## config.mk

```make
export PLATFORM = sky130hd
export DESIGN_NAME = control_input_conditioner_flat
export DESIGN_NICKNAME = d
export VERILOG_FILES = /design/src/rtl/control_input_conditioner_if.sv /design/src/rtl/control_input_conditioner.sv /design/src/flat_wrapper.sv
export SDC_FILE = /design/constraint.sdc
export NUM_CORES = 1
export LEC_CHECK = 0
export BUFFER_PORTS_ARGS = -buffer_cell sky130_fd_sc_hd__buf_2
export CAP_MARGIN = 20
export CORE_MARGIN = 2
export CORE_UTILIZATION = 45
export CTS_BUF_LIST = sky130_fd_sc_hd__clkbuf_8
export DETAILED_ROUTE_END_ITERATION = 10
export PLACE_DENSITY = 0.57
export SLEW_MARGIN = 20
export SYNTH_ARGS = -nofsm -noshare
export SYNTH_HDL_FRONTEND = slang
export SYNTH_SLANG_ARGS = --single-unit
```

## constraint.sdc

```tcl
create_clock -name clk -period 2.75 [get_ports clk]
set_clock_uncertainty 0.2 [all_clocks]
set_input_delay 0.55 -clock clk [delete_from_list [all_inputs] [get_ports clk]]
set_output_delay 0.55 -clock clk [all_outputs]
set_load 0.01 [all_outputs]
```

## src/rtl/control_input_conditioner_if.sv

```systemverilog
// control_input_conditioner_if: raw pushbutton inputs and conditioned control outputs
interface control_input_conditioner_if;
    logic btn_pause_raw;
    logic btn_dir_raw;
    logic pause;
    logic up_down;
    logic pause_pulse;
    logic dir_pulse;

    modport master (
        output btn_pause_raw, btn_dir_raw,
        input  pause, up_down, pause_pulse, dir_pulse
    );

    modport slave (
        input  btn_pause_raw, btn_dir_raw,
        output pause, up_down, pause_pulse, dir_pulse
    );
endinterface

```

## src/rtl/control_input_conditioner.sv

```systemverilog
// control_input_conditioner: synchronise, debounce and toggle the pause/direction pushbuttons.
// Optional macro INPUT_ACTIVE_LOW_EN treats the raw buttons as active-low; the synchroniser
// then resets to 1 (released) and its output is inverted, so the FSMs always see 1 = pressed.
module control_input_conditioner #(
    parameter int DEBOUNCE_CYCLES = 1000000,
    parameter int CNT_WIDTH       = 20
) (
    input  logic                        clk,
    input  logic                        reset,
    control_input_conditioner_if.slave  bus
);

    typedef enum logic [1:0] {IDLE_LOW, WAIT_HIGH, IDLE_HIGH, WAIT_LOW} state_t;

`ifdef INPUT_ACTIVE_LOW_EN
    localparam logic ACTIVE_LOW = 1'b1;
`else
    localparam logic ACTIVE_LOW = 1'b0;
`endif

    localparam logic [CNT_WIDTH-1:0] CNT_MAX = CNT_WIDTH'(DEBOUNCE_CYCLES);
    localparam logic [CNT_WIDTH-1:0] CNT_ONE = CNT_WIDTH'(1);
    // channel 0 = pause (resets to 0), channel 1 = up_down (resets to 1)
    localparam logic [1:0] LEVEL_RST = 2'b10;

    logic [1:0] raw;

    assign raw = {bus.btn_dir_raw, bus.btn_pause_raw};

    for (genvar c = 0; c < 2; c++) begin : g_ch
        logic [1:0]           sync;
        logic                 s;
        state_t               state, state_n;
        logic [CNT_WIDTH-1:0] cnt, cnt_n;
        logic                 press;
        logic                 pulse_q;
        logic                 level_q;

        assign s = sync[1] ^ ACTIVE_LOW;

        // two-flop synchroniser on the asynchronous raw button
        always_ff @(posedge clk) begin
            if (reset) sync <= {2{ACTIVE_LOW}};
            else       sync <= {sync[0], raw[c]};
        end

        // debounce state and stable-sample counter
        always_ff @(posedge clk) begin
            if (reset) begin
                state <= IDLE_LOW;
                cnt   <= '0;
            end else begin
                state <= state_n;
                cnt   <= cnt_n;
            end
        end

        // debounce next state; a press is the accepted WAIT_HIGH -> IDLE_HIGH transition
        always_comb begin
            state_n = state;
            cnt_n   = cnt;
            press   = 1'b0;
            case (state)
                IDLE_LOW: begin
                    if (s) begin
                        state_n = WAIT_HIGH;
                        cnt_n   = CNT_ONE;
                    end
                end
                WAIT_HIGH: begin
                    if (!s) begin
                        state_n = IDLE_LOW;
                        cnt_n   = '0;
                    end else if (cnt == CNT_MAX) begin
                        state_n = IDLE_HIGH;
                        cnt_n   = '0;
                        press   = 1'b1;
                    end else begin
                        cnt_n   = cnt + CNT_ONE;
                    end
                end
                IDLE_HIGH: begin
                    if (!s) begin
                        state_n = WAIT_LOW;
                        cnt_n   = CNT_ONE;
                    end
                end
                WAIT_LOW: begin
                    if (s) begin
                        state_n = IDLE_HIGH;
                        cnt_n   = '0;
                    end else if (cnt == CNT_MAX) begin
                        state_n = IDLE_LOW;
                        cnt_n   = '0;
                    end else begin
                        cnt_n   = cnt + CNT_ONE;
                    end
                end
                default: begin
                    state_n = IDLE_LOW;
                    cnt_n   = '0;
                end
            endcase
        end

        // registered press strobe and toggled level, both updated on the accepting edge
        always_ff @(posedge clk) begin
            if (reset) begin
                pulse_q <= 1'b0;
                level_q <= LEVEL_RST[c];
            end else begin
                pulse_q <= press;
                level_q <= level_q ^ press;
            end
        end
    end

    assign bus.pause       = g_ch[0].level_q;
    assign bus.pause_pulse = g_ch[0].pulse_q;
    assign bus.up_down     = g_ch[1].level_q;
    assign bus.dir_pulse   = g_ch[1].pulse_q;

endmodule

```

## src/flat_wrapper.sv

```systemverilog
// flat-port wrapper written by rule: the top's interface ports become plain ports
module control_input_conditioner_flat 
#(
    parameter int DEBOUNCE_CYCLES = 1000000,
    parameter int CNT_WIDTH       = 20
)
  (clk, reset, bus_btn_pause_raw, bus_btn_dir_raw, bus_pause, bus_up_down, bus_pause_pulse, bus_dir_pulse);
  control_input_conditioner_if bus_i ();
  input  logic clk;
  input  logic reset;
  input wire logic [$bits(bus_i.btn_pause_raw)-1:0] bus_btn_pause_raw;
  input wire logic [$bits(bus_i.btn_dir_raw)-1:0] bus_btn_dir_raw;
  output wire logic [$bits(bus_i.pause)-1:0] bus_pause;
  output wire logic [$bits(bus_i.up_down)-1:0] bus_up_down;
  output wire logic [$bits(bus_i.pause_pulse)-1:0] bus_pause_pulse;
  output wire logic [$bits(bus_i.dir_pulse)-1:0] bus_dir_pulse;
  assign bus_i.btn_pause_raw = bus_btn_pause_raw;
  assign bus_i.btn_dir_raw = bus_btn_dir_raw;
  assign bus_pause = bus_i.pause;
  assign bus_up_down = bus_i.up_down;
  assign bus_pause_pulse = bus_i.pause_pulse;
  assign bus_dir_pulse = bus_i.dir_pulse;
  control_input_conditioner #(.DEBOUNCE_CYCLES(DEBOUNCE_CYCLES), .CNT_WIDTH(CNT_WIDTH)) u_core (.clk(clk), .reset(reset), .bus(bus_i));
endmodule
```

### Word level (Yosys, flattened, before mapping)

Cells that the tools add are included.

| operators by class | value |
|---|---|
| add/subtract/negate cells | 2 |
| equality and inequality tests | 16 |
| multiplexer cells | 32 |
| bitwise operators | 2 |
| reductions and logical operators | 6 |

Operator list:

| operator | count |
|---|---|
| 2-to-1 mux 20 bit | 10 |
| one-hot mux 20 bit (4 select lines) | 2 |
| adder 20 x 1 -> 20 bit (second input constant) | 2 |
| equality test 20 bit (second input constant) | 2 |
| 2-to-1 mux 2 bit | 12 |
| one-hot mux 2 bit (4 select lines) | 2 |
| equality test 2 bit (second input constant) | 4 |
| AND reduction 4 bit | 2 |
| 2-to-1 mux 1 bit | 6 |
| inequality test 3 x 1 -> 1 bit (second input constant) | 2 |
| inequality test 3 bit (second input constant) | 2 |
| equality test 2 x 1 -> 1 bit (second input constant) | 2 |
| logical NOT 2 bit | 2 |
| inequality test 2 x 1 -> 1 bit (second input constant) | 2 |
| inequality test 2 bit (second input constant) | 2 |
| AND reduction 2 bit | 2 |
| bitwise XOR 1 bit | 2 |

| storage, ports and cells | value |
|---|---|
| bits in registers | 52 |
| bits of input ports | 4 |

### Longest topological paths before layout

| logic depth | value |
|---|---|
| word-level depth | 5 |
| gate-level depth with buffers | 9 |
| depth with buffers taken out | 7 |

### Worst setup path after synthesis

Ideal clock, no wire load.

| timing path | value |
|---|---|
| path type | register -> register |
| from | register u_core.g_ch[1].cnt[0] |
| to | register u_core.g_ch[1].cnt[16] |
| library setup time | 0.071 ns |
| data arrival time | 1.869 ns |
| path slack | 0.611 ns |
| stages on the path, launching flop included | 9 |
| period minus slack after synthesis | 2.139 ns |
| cell sequence | dfxtp_1 inv_1 ha_1 nor4b_1 and3_1 clkbuf_1 a21o_1 or4_1 a21oi_1 |

| between the ends | value |
|---|---|
| cells in the longest elaborated chain, start to end | 4 |

RTL lines:

| element | RTL line | RTL |
|---|---|---|
| from (decl) | control_input_conditioner.sv:34 | `logic [CNT_WIDTH-1:0] cnt, cnt_n;` |
| from (signal assigned) | control_input_conditioner.sv:54 | `cnt <= cnt_n;` |
| adder 20 x 1 -> 20 bit or equality test 20 bit (tied branches) | n/a |  |
| 2-to-1 mux 20 bit * | control_input_conditioner.sv:74, control_input_conditioner.sv:92 |  |
| 2-to-1 mux 20 bit (on tied branches) | control_input_conditioner.sv:89, control_input_conditioner.sv:71 |  |
| one-hot mux 20 bit (4 select lines) * | control_input_conditioner.sv:63 | `case (state)` |

Mark *: on every way between the ends. The rest lies on a longest branch, timed or not.
A chain may end at the register's enable or synchronous reset.

### Worst setup path in the final report

| timing path | value |
|---|---|
| from | register u_core.g_ch[1].cnt[0] |
| to | register u_core.g_ch[1].cnt[7] |

Same word-level chain as after synthesis.

==> metrics.txt <==
Fin. Hold Viols 0; Chip Height 80.2 µm; clock latency at the later pin of the worst-skew pair 300 ps; cts bufs inserted 5; final critical path time including I/O delays and setup 2370 ps; Peak supply drop 241 µV; TritonCTS clock tree yes; number of buffers on the longest clock path 2; starting utilization of the core area 47.1%; class of the most critical hold timing path reg2reg; Syn Std Cell Area 0.00261 mm²; Clock Sinks 52; number of placed I/O pins 8; Util after Layout 51.6%; core region area 0.00554 mm²; number of DRC markers in iteration 0 138; via count of the first global-routing pass 1928; run status completed; setup slack, reg-to-reg 380 ps; hpwl dp around 3800 µm; number of antenna violations at the first check in global routing 0; Core Rows 27; number of levels the H-tree was split into 2; quantity of gates resized following cts 0; power density over cell area about 480 mW/mm²; antenna viol nets, final 0; Layout Area Growth over Synthesis 9.49%; transition time at the pin with the least slew margin 824 ps; number of antenna repair diodes 0; first-pass GRT wire length 9100 µm; area enclosed by the die boundary 0.00642 mm²; average detailed-routed wire length per instance 14.1 µm; hold-fix buffers at CTS 0; iteration count of the initial detailed-routing pass 4; count of different cell masters after synthesis 47; Critical Path Sink Type register; overflow left after global routing 0; Period Utilization, post-route 86.3%; maximum number of pins on one net before global-route repair 31; # Post-CTS Setup Buffers 0; startpoint type of the worst setup path register; summed negative setup slack over all endpoints 0 ps; number of instances in the synthesized netlist 304; required time at the endpoint of the critical path 2780 ps; count of final max-slew check failures 0; endpoint of the most critical register-to-register path u_core.g_ch[1].cnt[7]$_SDFFE_PP0P_; total wire length 5410 µm; setup repair after global routing missed its margin no; register area share after synthesis 39.9%; startpoint of the lowest-slack hold path u_core.g_ch[1].sync[0]$_SDFF_PP0_; Tot GR Track Use 17.8%; crit-path max FO 13; root buffer cell clkbuf_8; x dimension of the die 80.2 µm; Worst R2R Path Depth 7; syn nets 312; Max-Slew Margin vs Limit ~45%; mean area per synthesized cell ~8.6 µm²; Setup violations, final 0; hold path depth 1; Endpoint, Worst Hold u_core.g_ch[1].sync[1]$_SDFF_PP0_; number of nets at the end of the flow 320; RR Startpoint u_core.g_ch[1].cnt[0]$_SDFFE_PP0P_; number of synthesized register bits 52; average vias per placed instance around 5.8; Final Wtd Congestion 0.821; Max-Cap Viols 0; Clock Pin Slew Worst Setup and Hold Paths 90 ps; Worst Path Class, Setup reg2reg; Max Freq 421 MHz; synthesis warning total 0; count of buffers from port buffering 7; filler cell count between 500 and 600; vias after detailed routing 2215; DRC violation count after routing 0; static leakage around 0.95 nW; Data arrival, critical path 2410 ps; proportion of layout cells with a drive suffix above 1 9.58%
## cell usage in the layout, fill, tap and decap left out, types with 9 or more instances in the layout
master / count
nand3_1: 20
xnor2_1: 11
nand2_1: 20
nand4_1: 15
a21oi_1: 22
dfxtp_1: 52
and3_1: 9
nor2_1: 22
nor3_1: 13
inv_1: 10
mux2i_1: 11
## through the flow
step / cells / area, µm² / hold WS, ps / total power, mW / setup slack [ps]
finish: 385 / 2860 / 245 / 1.38 / 377
global route: 385 / 2860 / 260 / 1.43 / 143
CTS: 385 / 2850 / 246 / 1.40 / 293
detailed placement: 377 / 2730 / 223 / 0.839 / 282
global placement: 377 / 2730 / 217 / 0.839 / 376
floorplan: 304 / 2610 / 214 / 0.818 / 611
## worst max-delay path by stage
stage / from / end / slack, ps / cells after the start
floorplan: u_core.g_ch[1].cnt[0]$_SDFFE_PP0P_ / u_core.g_ch[1].cnt[16]$_SDFFE_PP0P_ / 610 / 8
global placement: reset / u_core.g_ch[0].cnt[14]$_SDFFE_PP0P_ / 380 / 5
detailed placement: u_core.g_ch[0].cnt[0]$_SDFFE_PP0P_ / u_core.g_ch[0].cnt[6]$_SDFFE_PP0P_ / 280 / 7
CTS: u_core.g_ch[0].cnt[0]$_SDFFE_PP0P_ / u_core.g_ch[0].cnt[14]$_SDFFE_PP0P_ / 290 / 7
global route: u_core.g_ch[1].cnt[0]$_SDFFE_PP0P_ / u_core.g_ch[1].cnt[2]$_SDFFE_PP0P_ / 140 / 7
finish: u_core.g_ch[1].cnt[0]$_SDFFE_PP0P_ / u_core.g_ch[1].cnt[7]$_SDFFE_PP0P_ / 380 / 7
## flip-flops by register name, summed over array words and instances (netlist names), named ones only
name,count
u_core.bus.pause,1
u_core.g_ch.sync,4
u_core.bus.dir_pulse,1
u_core.g_ch.state,2
u_core.bus.up_down,1
u_core.bus.pause_pulse,1
u_core.g_ch.cnt,40
## where the power goes
group / switching [mW] / internal, mW / total [mW]
Sequential: 0.00685 / 0.758 / 0.765
Combinational: 0.0349 / 0.0215 / 0.0564
Clock: 0.260 / 0.298 / 0.558
Total: 0.302 / 1.08 / 1.38
## layout make-up
class	instances	area, µm²	area share (%)
Timing Repair Buffer	14	87.6	3.06
Inverter	10	37.5	1.31
Multi-Input combinational cell	229	1480	51.8
Clock buffer	6	82.6	2.89
Sequential cell	52	1040	36.4
Tap cell	72	90.1	3.15
Clock inverter	2	38.8	1.36
## Yosys cell counts, drive strengths merged
cell type | instances | area (µm²)
ha | 4 | 50.1
nor4 | 8 | 65.1
a22o | 7 | 61.3
nand4bb | 1 | 11.3
nand4 | 15 | 93.8
or4b | 1 | 13.8
nor4b | 2 | 17.5
a2111oi | 1 | 8.76
nor2 | 22 | 82.6
a22oi | 1 | 7.51
nor4bb | 1 | 10.0
buf | 8 | 43.8
nand2 | 20 | 75.1
a21oi | 24 | 124
a31oi | 7 | 43.8
nor3b | 1 | 7.51
a221oi | 1 | 8.76
and4b | 1 | 10.0
mux2i | 11 | 110
or3 | 7 | 43.8
and2 | 1 | 6.26
and3 | 9 | 56.3
a211o | 1 | 8.76
and4 | 1 | 8.76
nor2b | 6 | 37.5
nand2b | 6 | 37.5
or4 | 4 | 30.0
xor2 | 6 | 60.1
xnor2 | 11 | 96.3
a21o | 2 | 15.0
nand3b | 1 | 7.51
dfxtp | 52 | 1040
clkbuf | 5 | 18.8
o21bai | 1 | 11.3
inv | 10 | 37.5
nor3 | 14 | 75.1
nand3 | 20 | 100
o311ai | 1 | 8.76
o21ai | 6 | 30.0
a211oi | 4 | 35.0
## logic make-up after synthesis
kind of cell	after synthesis	synth area share [%]
xor+xnor	17	5.99
fa+ha+maj	4	1.92
flops	52	39.9
buf+inv	23	3.84
mux	11	4.22
simple gates	141	30.2
compound gates	56	13.9
## metal layers
metal / global-route usage, % / wire [µm]
met5: 0 / 0
met4: 5.76 / 91
met2: 29.5 / 2640
met3: 3.26 / 99
met1: 23.3 / 2580
## worst max-delay path, cell delays in order, from the launching register on
cell      delay [ps]
dfxtp_1          440
inv_1             70
ha_1             190
nor4b_1          130
and3_1           260
a211oi_2         710
a21oi_1          150
mux2i_1          170
Power figures use the tool's default switching activity.
